==> config.mk <==
export PLATFORM = sky130hd
export DESIGN_NAME = cv32e40x_data_obi_bridge_flat
export DESIGN_NICKNAME = d
export VERILOG_FILES = /design/src/rtl/cv32e40x_pkg.sv /design/src/rtl/cv32e40x_data_obi_bridge_if.sv /design/src/rtl/cv32e40x_obi_outstanding_cnt.sv /design/src/rtl/cv32e40x_data_obi_bridge.sv /design/src/flat_wrapper.sv
export SDC_FILE = /design/constraint.sdc
export NUM_CORES = 1
export LEC_CHECK = 0
export ABC_AREA = 0
export CAP_MARGIN = 30
export CORE_MARGIN = 2
export CORE_UTILIZATION = 44
export DETAILED_ROUTE_END_ITERATION = 8
export PLACE_DENSITY = 0.95
export SLEW_MARGIN = 25
export SYNTH_ARGS = -nofsm -noshare
export SYNTH_HDL_FRONTEND = slang
export SYNTH_SLANG_ARGS = --single-unit
==> constraint.sdc <==
create_clock -name clk -period 3.5 [get_ports clk]
set_input_delay 0.525 -clock clk [delete_from_list [all_inputs] [get_ports clk]]
set_output_delay 0.525 -clock clk [all_outputs]
set_load 0.05 [all_outputs]
==> src/rtl/cv32e40x_pkg.sv <==
// rtl/cv32e40x_pkg.sv - shared OBI data-side types and bridge FSM states
package cv32e40x_pkg;

    typedef struct packed {
        logic [31:0] addr;
        logic        we;
        logic [3:0]  be;
        logic [31:0] wdata;
        logic [1:0]  memtype;
        logic [2:0]  prot;
    } obi_data_req_t;

    typedef struct packed {
        logic [31:0] rdata;
        logic        err;
    } obi_data_resp_t;

    typedef enum logic {
        TRANSPARENT = 1'b0,
        REGISTERED  = 1'b1
    } obi_bridge_state_e;

endpackage

==> src/rtl/cv32e40x_data_obi_bridge_if.sv <==
// rtl/cv32e40x_data_obi_bridge_if.sv - filter-side transfer/response and OBI bus signals of the bridge
interface cv32e40x_data_obi_bridge_if;
    import cv32e40x_pkg::*;

    logic           trans_valid_i;
    logic           trans_ready_o;
    obi_data_req_t  trans_i;
    logic           resp_valid_o;
    obi_data_resp_t resp_o;

    logic           obi_req_o;
    logic           obi_gnt_i;
    logic [31:0]    obi_addr_o;
    logic           obi_we_o;
    logic [3:0]     obi_be_o;
    logic [31:0]    obi_wdata_o;
    logic [1:0]     obi_memtype_o;
    logic [2:0]     obi_prot_o;
    logic           obi_rvalid_i;
    logic [31:0]    obi_rdata_i;
    logic           obi_err_i;

    // Bridge view: master of the OBI bus, consumer of the filter's transfers.
    modport master (
        input  trans_valid_i, trans_i,
        output trans_ready_o, resp_valid_o, resp_o,
        output obi_req_o, obi_addr_o, obi_we_o, obi_be_o, obi_wdata_o,
        output obi_memtype_o, obi_prot_o,
        input  obi_gnt_i, obi_rvalid_i, obi_rdata_i, obi_err_i
    );

    // Environment view: response filter plus the OBI slave.
    modport slave (
        output trans_valid_i, trans_i,
        input  trans_ready_o, resp_valid_o, resp_o,
        input  obi_req_o, obi_addr_o, obi_we_o, obi_be_o, obi_wdata_o,
        input  obi_memtype_o, obi_prot_o,
        output obi_gnt_i, obi_rvalid_i, obi_rdata_i, obi_err_i
    );

endinterface

==> src/rtl/cv32e40x_obi_outstanding_cnt.sv <==
// rtl/cv32e40x_obi_outstanding_cnt.sv - saturating-at-zero outstanding transfer counter with spurious-response flag
module cv32e40x_obi_outstanding_cnt #(
    parameter  int unsigned MAX       = 2,
    localparam int unsigned CNT_WIDTH = $clog2(MAX + 1)
) (
    input  logic                 clk,
    input  logic                 rst,
    input  logic                 up,
    input  logic                 down,
    output logic [CNT_WIDTH-1:0] cnt,
    output logic                 room,
    output logic                 spurious
);

    localparam logic [CNT_WIDTH-1:0] MAX_CNT = CNT_WIDTH'(MAX);

    logic [CNT_WIDTH-1:0] cnt_q;

    assign cnt  = cnt_q;
    assign room = (cnt_q < MAX_CNT);

    // Count grants up and responses down; a response with nothing outstanding holds at zero and flags.
    always_ff @(posedge clk) begin
        if (rst) begin
            cnt_q    <= '0;
            spurious <= 1'b0;
        end else begin
            spurious <= down && !up && (cnt_q == '0);
            if (up && !down) begin
                cnt_q <= cnt_q + CNT_WIDTH'(1);
            end else if (down && !up && (cnt_q != '0)) begin
                cnt_q <= cnt_q - CNT_WIDTH'(1);
            end
        end
    end

endmodule

==> src/rtl/cv32e40x_data_obi_bridge.sv <==
// rtl/cv32e40x_data_obi_bridge.sv - valid/ready to OBI req/gnt bridge with hold register and outstanding cap
module cv32e40x_data_obi_bridge
    import cv32e40x_pkg::*;
#(
    parameter  int unsigned MAX_OUTSTANDING = 2,
    localparam int unsigned CNT_WIDTH       = $clog2(MAX_OUTSTANDING + 1)
) (
    input  logic                          clk,
    input  logic                          rst,
    cv32e40x_data_obi_bridge_if.master    bus,
    output logic [CNT_WIDTH-1:0]          outstanding_o,
    output logic                          protocol_err_o
);

    obi_bridge_state_e    state_q;
    obi_data_req_t        hold_q;
    obi_data_req_t        attr;
    logic                 req;
    logic                 ready;
    logic                 room;
    logic                 spurious;
    logic [CNT_WIDTH-1:0] cnt;

    // Request and attributes: pass the upstream transfer straight through, or replay the held one
    // until it is granted so the OBI request stays stable.
    always_comb begin
        req   = 1'b0;
        ready = 1'b0;
        attr  = '0;
        if (!rst) begin
            if (state_q == REGISTERED) begin
                req  = 1'b1;
                attr = hold_q;
            end else begin
                req   = bus.trans_valid_i && room;
                ready = room;
                attr  = bus.trans_i;
            end
        end
    end

    assign bus.obi_req_o     = req;
    assign bus.trans_ready_o = ready;
    assign bus.obi_addr_o    = attr.addr;
    assign bus.obi_we_o      = attr.we;
    assign bus.obi_be_o      = attr.be;
    assign bus.obi_wdata_o   = attr.wdata;
    assign bus.obi_memtype_o = attr.memtype;
    assign bus.obi_prot_o    = attr.prot;

    // Responses go straight back to the filter, which always consumes them.
    always_comb begin
        bus.resp_valid_o = 1'b0;
        bus.resp_o       = '0;
        if (!rst) begin
            bus.resp_valid_o = bus.obi_rvalid_i;
            bus.resp_o.rdata = bus.obi_rdata_i;
            bus.resp_o.err   = bus.obi_err_i;
        end
    end

    cv32e40x_obi_outstanding_cnt #(
        .MAX (MAX_OUTSTANDING)
    ) u_cnt (
        .clk      (clk),
        .rst      (rst),
        .up       (req && bus.obi_gnt_i),
        .down     (bus.obi_rvalid_i),
        .cnt      (cnt),
        .room     (room),
        .spurious (spurious)
    );

    assign outstanding_o  = rst ? '0 : cnt;
    assign protocol_err_o = !rst && spurious;

    // FSM: an ungranted request is captured into hold_q and replayed until granted.
    always_ff @(posedge clk) begin
        if (rst) begin
            state_q <= TRANSPARENT;
            hold_q  <= '0;
        end else begin
            case (state_q)
                TRANSPARENT: begin
                    if (req && !bus.obi_gnt_i) begin
                        hold_q  <= bus.trans_i;
                        state_q <= REGISTERED;
                    end
                end
                REGISTERED: begin
                    if (bus.obi_gnt_i) begin
                        state_q <= TRANSPARENT;
                    end
                end
                default: state_q <= TRANSPARENT;
            endcase
        end
    end

endmodule
==> src/flat_wrapper.sv <==
// flat-port wrapper written by rule: the top's interface ports become plain ports
module cv32e40x_data_obi_bridge_flat import cv32e40x_pkg::*;
#(
    parameter  int unsigned MAX_OUTSTANDING = 2,
    localparam int unsigned CNT_WIDTH       = $clog2(MAX_OUTSTANDING + 1)
)
  (clk, rst, outstanding_o, protocol_err_o, bus_trans_valid_i, bus_trans_i, bus_trans_ready_o, bus_resp_valid_o, bus_resp_o, bus_obi_req_o, bus_obi_addr_o, bus_obi_we_o, bus_obi_be_o, bus_obi_wdata_o, bus_obi_memtype_o, bus_obi_prot_o, bus_obi_gnt_i, bus_obi_rvalid_i, bus_obi_rdata_i, bus_obi_err_i);
  cv32e40x_data_obi_bridge_if bus_i ();
  input  logic clk;
  input  logic rst;
  output logic [CNT_WIDTH-1:0] outstanding_o;
  output logic protocol_err_o;
  input wire logic [$bits(bus_i.trans_valid_i)-1:0] bus_trans_valid_i;
  input wire logic [$bits(bus_i.trans_i)-1:0] bus_trans_i;
  output wire logic [$bits(bus_i.trans_ready_o)-1:0] bus_trans_ready_o;
  output wire logic [$bits(bus_i.resp_valid_o)-1:0] bus_resp_valid_o;
  output wire logic [$bits(bus_i.resp_o)-1:0] bus_resp_o;
  output wire logic [$bits(bus_i.obi_req_o)-1:0] bus_obi_req_o;
  output wire logic [$bits(bus_i.obi_addr_o)-1:0] bus_obi_addr_o;
  output wire logic [$bits(bus_i.obi_we_o)-1:0] bus_obi_we_o;
  output wire logic [$bits(bus_i.obi_be_o)-1:0] bus_obi_be_o;
  output wire logic [$bits(bus_i.obi_wdata_o)-1:0] bus_obi_wdata_o;
  output wire logic [$bits(bus_i.obi_memtype_o)-1:0] bus_obi_memtype_o;
  output wire logic [$bits(bus_i.obi_prot_o)-1:0] bus_obi_prot_o;
  input wire logic [$bits(bus_i.obi_gnt_i)-1:0] bus_obi_gnt_i;
  input wire logic [$bits(bus_i.obi_rvalid_i)-1:0] bus_obi_rvalid_i;
  input wire logic [$bits(bus_i.obi_rdata_i)-1:0] bus_obi_rdata_i;
  input wire logic [$bits(bus_i.obi_err_i)-1:0] bus_obi_err_i;
  assign bus_i.trans_valid_i = bus_trans_valid_i;
  assign bus_i.trans_i = bus_trans_i;
  assign bus_trans_ready_o = bus_i.trans_ready_o;
  assign bus_resp_valid_o = bus_i.resp_valid_o;
  assign bus_resp_o = bus_i.resp_o;
  assign bus_obi_req_o = bus_i.obi_req_o;
  assign bus_obi_addr_o = bus_i.obi_addr_o;
  assign bus_obi_we_o = bus_i.obi_we_o;
  assign bus_obi_be_o = bus_i.obi_be_o;
  assign bus_obi_wdata_o = bus_i.obi_wdata_o;
  assign bus_obi_memtype_o = bus_i.obi_memtype_o;
  assign bus_obi_prot_o = bus_i.obi_prot_o;
  assign bus_i.obi_gnt_i = bus_obi_gnt_i;
  assign bus_i.obi_rvalid_i = bus_obi_rvalid_i;
  assign bus_i.obi_rdata_i = bus_obi_rdata_i;
  assign bus_i.obi_err_i = bus_obi_err_i;
  cv32e40x_data_obi_bridge #(.MAX_OUTSTANDING(MAX_OUTSTANDING)) u_core (.clk(clk), .rst(rst), .bus(bus_i), .outstanding_o(outstanding_o), .protocol_err_o(protocol_err_o));
endmodule
==> impl_metrics.toml <==
[status]
outcome = "completed"

[clock_tree]
clk_latency_ns = 0.34
htree_levels = 3
cts_setup_buffers = 0
clkSlewWorstSetupHoldPaths_ns = 0.07
cts-root-buf = "clkbuf_8"
cts_hold_buf = 0
postCtsResizedCells = 0
numCtsBuffers = 9
clock_tree.buffer_depth = 2
clock-sinks = 78
cts_tree = "built"

[placement]
placed_area_mm2 = 0.00663
gp_congestion = 0.813
place_ws_ns = 0.619
dp_cells = 878
hpwl_um = 9590
io_buffers = 224

[sta]
max_freq_ghz = 0.345
rsz0062_at_grt = "false"
finalWorstSetupSlack_ns = 0.599
slew_viol_final = 0
maxSlewHeadroom_pct = 42.2
worst_hold_slack_ns = 0.479
fin_skew_ns = 0.00820
layout_min_cycle_time_ns = 2.90
fin_setup_tns_ns = 0
min_period_over_period_pct = 82.9
finalSetupViolCount = 0
tightest_slew_ns = 0.865
hold_violations = 0

[floorplan]
row_count = 36
dieArea_mm2 = 0.0108
start_util_pct = 45.2
num_io_pins = 225
dieWidth_um = 104
die_h_um = 104
coreArea_mm2 = 0.00973

[setup_path]
r2r-end = "u_core.hold_q[14]"
crit_fanout = 5
cp.depth = 5
start_kind = "input port"
reg2reg_depth = 6
end_kind = "output port"
r2r_slack_ns = 1.07
cp.arrival_ns = 2.38
path_delay_family = "buffers and inverters"
cp.required_ns = 2.97
reg2reg_from = "u_core.state_q"
crit_path_cell_trace = "clkdlybuf4s50_1, nor2b_1, nor2_1, nor2_1, clkdlybuf4s50_1"
cp-endpoint = "bus_obi_req_o"
critPathLaunch = "bus_trans_valid_i"
critPathMaxStageDelay_ns = 0.82
critPathBufInv = 2
cp_slowest_cell = "clkdlybuf4s50_1"
worstSetupPathType = "input port to output port"

[power]
p_sw_mw = 0.838
ir_drop_mv = 0.215
p_sw_share_pct = 35.0
share_seq_of_total_power_pct = 38.8
p_total_mw = 2.40
p_leak_nw = 2.31
pwr-share-comb_pct = 34.4
p_int_mw = 1.56
p_per_area_mw_per_mm2 = 351
clockPowerShare_pct = 26.8

[drt]
viasPerCell = 5.40
wl_um = 13800
drc = 0
drtPass1Iterations = 4
drtAntennaViolNets = 0
drt-initial-drc-count = 261
routedWlPerCell_um = 15.5
vias = 4819

[final_layout]
final_cell_area_mm2 = 0.00682
layout_commonest_cell = "clkdlybuf4s50_1"
final_util_pct = 70.1
final_cell_mix = "clkdlybuf4s50_1 (222), nor2_1 (78), dfxtp_1 (77)"
nets = 868
n_antenna_cell = 0
drive_above_1_share_pct = 3.95
syn_to_final_growth_pct = 55.2
final_cells = 893

[logic_synthesis]
ys_ff_latch = 78
syn_area_per_cell_um2 = 7.63
synth_fp_nets = 688
syn_inst = 576
yosys-top-cells-area = "dfxtp_1 (36%), mux2i_1 (17%), nand3_1 (8.5%)"
synth.yosys.seq_area_share_pct = 35.5
synthDistinctLibCells = 26
yosysWarningCount = 0
yosysTopAreaCell = "dfxtp_1"
synth_top_area_share_pct = 35.5
synth.cell_area_mm2 = 0.00439

[global_route]
grt.overflow.total = 0
antenna_found_initial = 0
grt_pass1_wl_um = 22200
grt_max_degree = 90
grt_pass1_vias = 4581
grt.total_usage_pct = 24.1

[hold_path]
hold_path_class = "register to register"
hold_start = "u_core.hold_q[70]"

[job]
drv_cap = 0
tightest hold or removal path: cells and delay by family, from the launching register on:
family | cells | cell delay (ns)
flip-flops | 1 | 0.31
AO/OA/AOI/OAI | 2 | 0.12
power groups by stage:
stage | combinational, mW | sequential [mW] | clock (mW)
6_report | 0.823 | 0.930 | 0.642
3_3_place_gp | 0.805 | 0.948 | 0
4_1_cts | 0.824 | 0.930 | 0.655
2_1_floorplan | 0.503 | 0.946 | 0
5_1_grt | 0.865 | 0.933 | 0.698
3_5_place_dp | 0.821 | 0.951 | 0
logic make-up (layout without fill, tap and decap cells):
logic type | Yosys count | after routing | synth area share [%]
AO/OA/AOI/OAI | 157 | 157 | 18.3
XOR/XNOR | 1 | 1 | 0.199
AND/OR/NAND/NOR | 198 | 198 | 21.7
buffers and inverters | 68 | 252 | 7.37
multiplexers | 74 | 74 | 16.9
flip-flops | 78 | 78 | 35.5
Yosys cell counts (all sizes together):
cell type   n
dfxtp      78
nand2b      1
o2111ai     1
o21ai      77
a41o        1
nor2       78
a221oi      1
and4        1
inv         5
clkbuf     41
buf        22
o311ai      1
nor3        1
a22oi       1
nor2b      40
or3         1
nand2       1
nand3      75
a21oi      74
xnor2       1
mux2i      74
o22ai       1
worst min path at each step:
stage,endpoint,slack [ns],cells after the start
finish,u_core.hold_q[70],0.48,2
global route,u_core.hold_q[50],0.50,2
CTS,u_core.hold_q[64],0.48,2
detailed placement,u_core.hold_q[64],0.47,2
global placement,u_core.hold_q[13],0.46,2
floorplan,u_core.hold_q[0],0.45,2
per-layer routing:
layer | part of all wire [%] | wire length (µm) | track usage (%) | up-vias
met5 | 0 | 0 | 0 | -
met4 | 1.0 | 141 | 6.08 | 0
met3 | 6.7 | 927 | 5.95 | 14
met2 | 52 | 7170 | 44.1 | 188
met1 | 40 | 5570 | 28.1 | 2257
li1 | - | - | - | 2360
flip-flops by register name, summed over array words and instances (netlist names):
signal	count
u_core.u_cnt.cnt	2
u_core.state_q	1
u_core.hold_q	74
u_core.u_cnt.spurious	1
final cells by class:
type / instances / area (µm²)
inverter: 5 / 18.8
clock buffer: 11 / 163
fill: 746 / 2910
clock inverter: 4 / 28.8
sequential: 78 / 1570
tap: 133 / 166
multi-input combinational: 430 / 2520
timing repair buffer: 232 / 2360
(Power assumes the default switching activity.)
